### config.mk
export PLATFORM = sky130hd
export DESIGN_NAME = uart_tx_arbiter
export DESIGN_NICKNAME = d
export VERILOG_FILES = /design/src/rtl/uart_tx_arbiter.sv
export SDC_FILE = /design/constraint.sdc
export NUM_CORES = 1
export LEC_CHECK = 0
export CORE_MARGIN = 2
export CORE_UTILIZATION = 43
export CTS_BUF_LIST = sky130_fd_sc_hd__clkbuf_4 sky130_fd_sc_hd__clkbuf_8 sky130_fd_sc_hd__clkbuf_16
export CTS_CLUSTER_SIZE = 30
export DETAILED_ROUTE_END_ITERATION = 10
export PLACE_DENSITY_LB_ADDON = 0.12
export RECOVER_POWER = 25
export SETUP_SLACK_MARGIN = 0.15
export SYNTH_ARGS = -nofsm -noshare
export SYNTH_HDL_FRONTEND = slang
export SYNTH_SLANG_ARGS = --single-unit
### constraint.sdc
create_clock -name clk -period 2.42 [get_ports clk]
set_clock_uncertainty 0.05 [all_clocks]
set_input_delay 0.363 -clock clk [delete_from_list [all_inputs] [get_ports clk]]
set_output_delay 0.363 -clock clk [all_outputs]
set_load 0.01 [all_outputs]
### src/rtl/uart_tx_arbiter.sv
// uart_tx_arbiter: shares one uart_tx core between NUM_REQ byte sources, one packet per grant.
// Define UART_ARB_HOLD_TIMEOUT_EN to force-release an owner that idles in HOLD.
module uart_tx_arbiter #(
  parameter int NUM_REQ      = 2,
  parameter int DATA_W       = 8,
  parameter int HOLD_TIMEOUT = 500000
) (
  input  logic                        clk,
  input  logic                        reset,
  input  logic [NUM_REQ-1:0]          req_valid,
  input  logic [NUM_REQ*DATA_W-1:0]   req_data,
  input  logic [NUM_REQ-1:0]          req_last,
  output logic [NUM_REQ-1:0]          req_ready,
  output logic [DATA_W-1:0]           tx_data,
  output logic                        tx_start,
  input  logic                        tx_busy,
  output logic [$clog2(NUM_REQ)-1:0]  grant_id,
  output logic                        grant_active
`ifdef UART_ARB_HOLD_TIMEOUT_EN
  ,
  output logic                        timeout_flag
`endif
);

  localparam int IDW = $clog2(NUM_REQ);

  if (NUM_REQ < 2 || NUM_REQ > 8 || HOLD_TIMEOUT < 2) begin : g_bad_cfg
    $error("uart_tx_arbiter: parameter out of range");
  end

  typedef enum logic [2:0] {
    S_IDLE      = 3'd0,
    S_ISSUE     = 3'd1,
    S_WAIT_BUSY = 3'd2,
    S_WAIT_DONE = 3'd3,
    S_HOLD      = 3'd4
  } state_e;

  state_e              state_q, state_d;
  logic [IDW-1:0]      grant_q, grant_d;
  logic [IDW-1:0]      rr_q, rr_d;
  logic [IDW-1:0]      pick, nxt;
  logic                any;
  logic                active_q, active_d;
  logic                last_q, last_d;
  logic                start_q, start_d;
  logic [NUM_REQ-1:0]  ready_q, ready_d;
  logic [DATA_W-1:0]   data_q, data_d;
  logic [DATA_W-1:0]   sel_data;
  logic                sel_last;

`ifdef UART_ARB_HOLD_TIMEOUT_EN
  localparam int TW = $clog2(HOLD_TIMEOUT + 1);
  logic [TW-1:0]       cnt_q, cnt_d;
  logic                tflag_q, tflag_d;
`endif

  // Lowest index at or above rr_q wins, wrapping.
  always_comb begin
    pick = '0;
    any  = 1'b0;
    for (int k = NUM_REQ - 1; k >= 0; k--) begin
      if (req_valid[(int'(rr_q) + k) % NUM_REQ]) begin
        pick = IDW'((int'(rr_q) + k) % NUM_REQ);
        any  = 1'b1;
      end
    end
  end

  always_comb begin
    sel_data = req_data[grant_q*DATA_W +: DATA_W];
    sel_last = req_last[grant_q];
    nxt      = (grant_q == IDW'(NUM_REQ - 1)) ? '0 : grant_q + 1'b1;
  end

  always_comb begin
    state_d  = state_q;
    grant_d  = grant_q;
    rr_d     = rr_q;
    active_d = active_q;
    last_d   = last_q;
    data_d   = data_q;
    ready_d  = '0;
    start_d  = |ready_q;
`ifdef UART_ARB_HOLD_TIMEOUT_EN
    cnt_d    = '0;
    tflag_d  = tflag_q;
`endif
    unique case (state_q)
      S_IDLE: begin
        if (any) begin
          grant_d  = pick;
          active_d = 1'b1;
          state_d  = S_ISSUE;
        end
      end
      S_ISSUE: begin
        if (req_valid[grant_q] && !tx_busy) begin
          ready_d[grant_q] = 1'b1;
          data_d           = sel_data;
          last_d           = sel_last;
          state_d          = S_WAIT_BUSY;
        end
      end
      S_WAIT_BUSY: begin
        if (tx_busy) state_d = S_WAIT_DONE;
      end
      S_WAIT_DONE: begin
        if (!tx_busy) begin
          if (last_q) begin
            rr_d     = nxt;
            active_d = 1'b0;
            state_d  = S_IDLE;
          end else begin
            state_d  = S_HOLD;
          end
        end
      end
      S_HOLD: begin
        if (req_valid[grant_q]) begin
          state_d = S_ISSUE;
        end
`ifdef UART_ARB_HOLD_TIMEOUT_EN
        else if (cnt_q == TW'(HOLD_TIMEOUT - 1)) begin
          rr_d     = nxt;
          active_d = 1'b0;
          tflag_d  = 1'b1;
          state_d  = S_IDLE;
        end else begin
          cnt_d = cnt_q + 1'b1;
        end
`endif
      end
      default: state_d = S_IDLE;
    endcase
  end

  always_ff @(posedge clk) begin
    if (reset) begin
      state_q  <= S_IDLE;
      grant_q  <= '0;
      rr_q     <= '0;
      active_q <= 1'b0;
      last_q   <= 1'b0;
      data_q   <= '0;
      ready_q  <= '0;
      start_q  <= 1'b0;
`ifdef UART_ARB_HOLD_TIMEOUT_EN
      cnt_q    <= '0;
      tflag_q  <= 1'b0;
`endif
    end else begin
      state_q  <= state_d;
      grant_q  <= grant_d;
      rr_q     <= rr_d;
      active_q <= active_d;
      last_q   <= last_d;
      data_q   <= data_d;
      ready_q  <= ready_d;
      start_q  <= start_d;
`ifdef UART_ARB_HOLD_TIMEOUT_EN
      cnt_q    <= cnt_d;
      tflag_q  <= tflag_d;
`endif
    end
  end

  assign req_ready    = ready_q;
  assign tx_data      = data_q;
  assign tx_start     = start_q;
  assign grant_id     = grant_q;
  assign grant_active = active_q;
`ifdef UART_ARB_HOLD_TIMEOUT_EN
  assign timeout_flag = tflag_q;
`endif

endmodule

After elaboration in Yosys (flattened, before gate mapping)
Index checks and enable logic that the tools add are counted.

storage, ports and cells
  bits in registers = 18
  input port bits = 23
  output and inout port bits = 13

cells by class
  add/sub/neg operators = 2
  order comparisons = 4
  equality and inequality tests = 10
  shift operators = 1
  multiplexer cells = 27
  bitwise operators = 4
  reductions and logical operators = 12

operator list
  operator                                              number
  2-to-1 mux 1 bit                                      18
  2-to-1 mux 3 bit                                      6
  variable part select 16 x 5 -> 8 bit                  1
  case mux 3 bit (5 select lines)                       1
  != test 2 bit (second input constant)                 6
  equality test 3 x 2 -> 1 bit (second input constant)  2
  AND reduction 5 bit                                   1
  < comparator 1 x 2 -> 1 bit (second input constant)   2
  AND reduction 2 bit                                   2
  AND reduction 4 bit                                   1
  equality test 3 x 1 -> 1 bit (second input constant)  1
  equality test 3 bit (second input constant)           1
  zero test 3 bit                                       1
  < comparator 2 x 3 -> 1 bit (second input constant)   1
  inverter 1 bit                                        3
  AND reduction 3 bit                                   1
  OR reduction 3 bit                                    1
  adder 1 bit (second input constant)                   2
  logical AND 1 bit                                     2
  case mux 1 bit (2 select lines)                       1
  nonzero test 2 bit                                    1
  OR reduction 2 bit                                    1
  AND 1 bit (first input constant)                      1
  demux 1 bit (select 1 bit)                            1
  2 further kinds                                       2

Depth between registers and ports, before layout
Gate-level depths: netlist of run 1.

  word-level depth = 9
  gate-level depth with buffers = 6
  depth with buffers taken out = 4

Worst setup path after synthesis of run 1
OpenSTA, ideal clock, no wires.

  path kind = reg2reg
  start = register grant_q (netlist: grant_id)
  end = register data_q[0] (netlist: tx_data[0])
  setup time = 0.079 ns
  arrival = 1.447 ns
  path slack = 0.844 ns
  cell stages (with the launch flop) = 7
  path buffers = 2
  cell sequence = dfxtp_1 buf_6 mux2i_2 nor4_4 buf_6 nor2_1 a211oi_2

between the ends
  word-level cells in the longest chain between the ends = 4
  elaborated cells between the ends (all ways) = 5
  classes of those cells = shift: 1; mux: 2; reduce/logical: 2

RTL lines
  what                                                                          RTL line  RTL
  start: declaration                                                            40        logic [IDW-1:0] grant_q, grant_d;
  start signal: assignment                                                      154       grant_q <= grant_d;
  branches (longest 4 deep; another with variable part select 16 x 5 -> 8 bit)  -
  end signal: assignment                                                        158       data_q <= data_d;
  end: declaration                                                              48        logic [DATA_W-1:0] data_q, data_d;

Several ways; the timed one is not identified. The select of a mux whose other input is x is not followed.
A chain may end at the register's enable or synchronous reset.

Worst setup path in the final report of run 1
  start = input tx_busy
  end = register rr_q

between the ends
  word-level cells in the longest chain between the ends = 2

RTL lines
  what                           RTL line  RTL
  start: declaration             16        input logic tx_busy,
  inverter 1 bit (no line)       -
  AND reduction 3 bit (no line)  -
  end signal: assignment         155       rr_q <= rr_d;
  end: declaration               41        logic [IDW-1:0] rr_q, rr_d;

No other way between the ends.

==> results.cfg, run 1 <==
[run_status]
outcome = finished clean

[synthesis]
synth.distinct_cells = 26
syn_nets = 111
syn_inst = 88
synth_seq_cells = 18
ys_seq_area_frac = 0.437
synth.avg_cell_area_um2 = 9.37
synth_area_um2 = 825
yosysWarnings = 0

[routing]
wl_mm = 1.76
vias = 763
antenna_left = 0
vias_per_cell = 5.16
wire_per_inst_um = 11.9
drc_errors = 0
firstDrtPassIters = 4
first_iter_violations = 8

[place]
dp_hpwl_mm = 1.28
portBuffers = 35
dp_cells = 144
gp_congestion = 0.873

[floorplan]
core_mm2 = 0.00176
ios = 36
floorplan.initialDensity = 0.467
die_x_um = 47.8
rows = 15
die_h_um = 47.8
die_area_mm2 = 0.00228

[clock_network]
cts.clk_slew.worst_paths_ps = 100
cts_sinks = 18
ctsResizeCount = 0
cts_tree = yes
cts-buffers-inserted = 3
htree_levels = 1
clock_latency_ps = 290
clockBufferDepth = 2
root_buffer = clkbuf_4
cts_setup_buffers = 0
cts_hold_buf = 0

[final_layout]
area_growth_pct = 47.8
post-route-util = 0.691
fillers = 158
finalNetCount = 147
drive_gt1_frac = 0.0894
diodes = 0
final_cell_count_no_fill = 148
multi_input_area_um2 = 414
ff_latch_area_um2 = 360

[global_route]
grt_max_degree = 19
grt_pass1_wl_mm = 2.95
first_global_vias = 744
antenna_found_initial = 0
overflow = 0
grtUsageTotal = 0.187

[min_path]
whs_path_depth = 2
hold_end = tx_start
min_path_type = register to register
hp-start = req_ready[0]

[sta]
period_share = 0.710
slew_violations = 0
rsz0062_at_grt = no
clock.fmax_mhz = 582
maxSlewHeadroom = 0.501
worst_slew_pin_slew_ps = 748
setup_viol = 0
period_minus_slack_ps = 1720
finalHoldViolCount = 0
finalSetupTns_ps = 0
hold_slack_ps = 433

[worst_setup_path]
endpoint_kind = register
critPathArrivalTime_ps = 1870
r2r-start = state_q[1]
criticalPathCategory = input pin to register
critPathBufInv = 1
cp-start-kind = input pin
critical_path.max_stage_delay_ps = 570
critical_path_required_ps = 2570
r2r-end = rr_q
crit_fanout = 3
reg2reg_slack_ps = 800
crit_chain = dlygate4sd3_1 -> nor4bb_1 -> and2_0 -> nor2_1 -> a211oi_1
reg2regPathDepth = 4
path_delay_family = simple AND/OR/NAND/NOR gates
slowest_stage = dlygate4sd3_1

[power]
cellPowerDensity_mw_per_mm2 = 532
leakage_nw = 0.405
p_total_w = 0.000649
max-vdd-ir-drop_v = 0.000288

[job]
maxCapViolations = 0
cell families after synthesis:
logic type | synth area share
mux | 0.126
buf+inv | 0.0607
flops | 0.437
simple gates | 0.219
compound gates | 0.158
tightest hold or removal path: stages (launching register included):
cell,delay [ps]
dfxtp_1,330
nor2_1,80
nor2_1,50
metrics by stage:
step	area, um2	worst slack [ps]
floorplan	825	844
global placement	1190	474
detailed placement	1190	427
CTS	1220	718
global route	1220	546
finish	1220	702
area by class of cell:
type                            count  share of cell area
Clock buffer                        4              0.0298
Timing Repair Buffer               38               0.303
Inverter                            2             0.00616
Tap cell                           25              0.0257
Multi-Input combinational cell     61               0.340
Sequential cell                    18               0.296
registers in the layout (all words and copies together) (netlist names):
signal        count
req_ready         2
state_q           3
rr_q              1
last_q            1
grant_id          1
tx_data           8
grant_active      1
tx_start          1
worst max path at each step:
stage	cells past startpoint	slack (ps)	to	startpoint
after floorplan	6	840	tx_data[0]	grant_id
after global placement	6	470	tx_data[6]	req_valid[0]
after detailed placement	6	430	tx_data[1]	req_valid[1]
after CTS	6	720	tx_data[1]	req_valid[1]
after global routing	5	550	rr_q	tx_busy
final	5	700	rr_q	tx_busy
cell usage in the layout (no fill, tap or decap), drive strengths merged:
master,instances
clkdlybuf4s50,33
dfxtp,18
nor2,17
mux2i,10
a211oi,10
clkbuf,5
nor3,4
nand2,3
nand2b,2
a21oi,2
inv,2
a32oi,2
dlygate4sd3,2
buf,2
nor4,1
or4,1
nor3b,1
nor4bb,1
and2,1
or2,1
nand3,1
or3b,1
a21boi,1
o221ai,1
a31oi,1
report_power, final:
| group | switching [W] | total [W] | internal, W |
|---|---|---|---|
| Clock | 0.0000875 | 0.000179 | 0.0000916 |
| Combinational | 0.0000595 | 0.000144 | 0.0000843 |
| Sequential | 0.0000127 | 0.000326 | 0.000313 |
metal layers:
metal / up-vias / global-route usage / part of all wire
li1: 384 / - / -
met1: 342 / 0.236 / 0.45
met2: 33 / 0.312 / 0.48
met3: 4 / 0.0340 / 0.061
met4: 0 / 0.0811 / 0.011
met5: - / 0 / 0
cells in the mapped netlist, drive strengths merged:
library cell / count / area (um2)
a32oi: 2 / 17.5
a21oi: 2 / 10.0
buf: 3 / 27.5
or4: 1 / 7.51
nor4: 1 / 21.3
o221ai: 1 / 8.76
or3b: 1 / 8.76
nand2b: 2 / 12.5
or2: 1 / 6.26
mux2i: 10 / 104
nor2: 17 / 63.8
a211oi: 10 / 80.1
nand2: 3 / 11.3
nor3: 4 / 20.0
clkbuf: 4 / 15.0
nor3b: 1 / 7.51
and2: 1 / 6.26
a31oi: 1 / 6.26
nand3: 1 / 5.00
dfxtp: 18 / 360
inv: 2 / 7.51
a21boi: 1 / 7.51
nor4bb: 1 / 10.0
(Power assumes the default switching activity.)
==> run 2, diff against run 1 <==
- CORE_UTILIZATION: 43 -> 40
- clock period: 2.42 -> 1.65 ns (I/O delays scaled with it)
==> run 2 against run 1 <==
- design area grew 13%
- register-to-register slack lost 590 ps
- global-route usage shrank 1.8 points
- worst hold slack lost 50 ps
- cell count grew 7.4%
- critical path type is now register to primary output
==> results.cfg, run 2 (synthesis results as in run 1) <==
[sta]
finalHoldViolCount = 0
rsz0062_at_grt = no
period_share = 0.901
slew_violations = 0
hold_slack_ps = 384
maxSlewHeadroom = 0.459
finalSetupTns_ps = 0
clock.fmax_mhz = 672
period_minus_slack_ps = 1490
setup_viol = 0
worst_slew_pin_slew_ps = 812

[clock_network]
htree_levels = 1
cts_hold_buf = 0
clockBufferDepth = 2
cts_tree = yes
cts.clk_slew.worst_paths_ps = 100
cts-buffers-inserted = 3
root_buffer = clkbuf_4
cts_sinks = 18
clock_latency_ps = 300

[worst_setup_path]
critPathArrivalTime_ps = 1190
endpoint_kind = primary output
crit_fanout = 2
critical_path_required_ps = 1350
slowest_stage = clkdlybuf4s50_1
crit_chain = clkdlybuf4s50_1
path_delay_family = buffers and inverters
crit_start = grant_active
criticalPathCategory = register to primary output
critPathBufInv = 1
r2r-start = state_q[0]
critical_path.max_stage_delay_ps = 540
cp-start-kind = register
reg2reg_slack_ps = 210

[final_layout]
area_growth_pct = 66.8
largest_reg_flops = 8
diodes = 0
post-route-util = 0.701
finalNetCount = 157
layout_commonest_cell = clkdlybuf4s50_1
drive_gt1_frac = 0.212
layout_common_cells = 23 x clkdlybuf4s50_1, 17 x nor2_1, 15 x dfxtp_1

[floorplan]
rows = 16
die_area_mm2 = 0.00244
core_mm2 = 0.00196
die_h_um = 49.4
ios = 36
die_x_um = 49.4
floorplan.initialDensity = 0.420

[min_path]
min_path_type = input pin to register
hp-start = tx_busy

[place]
portBuffers = 35
gp_congestion = 0.794
dp_hpwl_mm = 1.45

[routing]
vias_per_cell = 5.13
wl_mm = 2.15
first_iter_violations = 6
firstDrtPassIters = 5
antenna_left = 0
vias = 816
drc_errors = 0
wire_per_inst_um = 13.5

[global_route]
first_global_vias = 763
grt_pass1_wl_mm = 3.13
grt_max_degree = 19
grtUsageTotal = 0.169
antenna_found_initial = 0
overflow = 0

[power]
cellPowerDensity_mw_per_mm2 = 697
p_total_w = 0.000958
leakage_nw = 0.548
max-vdd-ir-drop_v = 0.000406

[run_status]
outcome = finished clean

[job]
maxCapViolations = 0
## run 2: path summary, 6_finish.rpt
path	endpoint	depth (start not counted)
max	grant_active	1
min	state_q[0]	3
max reg2reg	tx_data[7]	6
min reg2reg	tx_start	2
## run 2: timing repair
item | in CTS | in global routing
endpoints found under the setup margin | 3 | 19
gates cloned | 0 | 0
setup buffers | 0 | 5
pin swaps | 0 | 2
gates resized for setup | 2 | 22
## run 2: cell type report
class / instances / area, um2
Sequential cell: 18 / 367
Inverter: 2 / 7.51
Tap cell: 27 / 33.8
Timing Repair Buffer: 48 / 484
Multi-Input combinational cell: 61 / 460
Clock buffer: 3 / 22.5
Fill cell: 172 / 587
## run 2: power breakdown
| part | total, W | switching (W) | internal [W] |
|---|---|---|---|
| Clock | 0.000222 | 0.000137 | 0.0000851 |
| Combinational | 0.000257 | 0.000107 | 0.000151 |
| Sequential | 0.000479 | 0.0000195 | 0.000460 |
| Total | 0.000958 | 0.000263 | 0.000695 |
## run 2: per-layer routing
metal / vias to the layer above / wire, um / share of wire / global-route usage
met2: 27 / 1150 / 0.53 / 0.336
met1: 381 / 805 / 0.37 / 0.152
met5: - / 0 / 0 / 0
met4: 0 / 53 / 0.025 / 0.0880
li1: 401 / - / - / -
met3: 7 / 145 / 0.067 / 0.0460
## run 2: metrics by stage
step | instance area (um2) | std cells | setup WS, ps
after detailed placement | 1250 | 151 | -145
after global placement | 1250 | 151 | -68.0
after CTS | 1270 | 154 | 126
after global routing | 1380 | 159 | 151
final | 1380 | 159 | 163
after floorplan | 835 | 88 | 151
==> run 3, diff against run 2 <==
- CTS_CLUSTER_SIZE: 30 -> 24
==> results of run 3 <==
No change in the layout: final DEF, timing and power equal those of run 2.
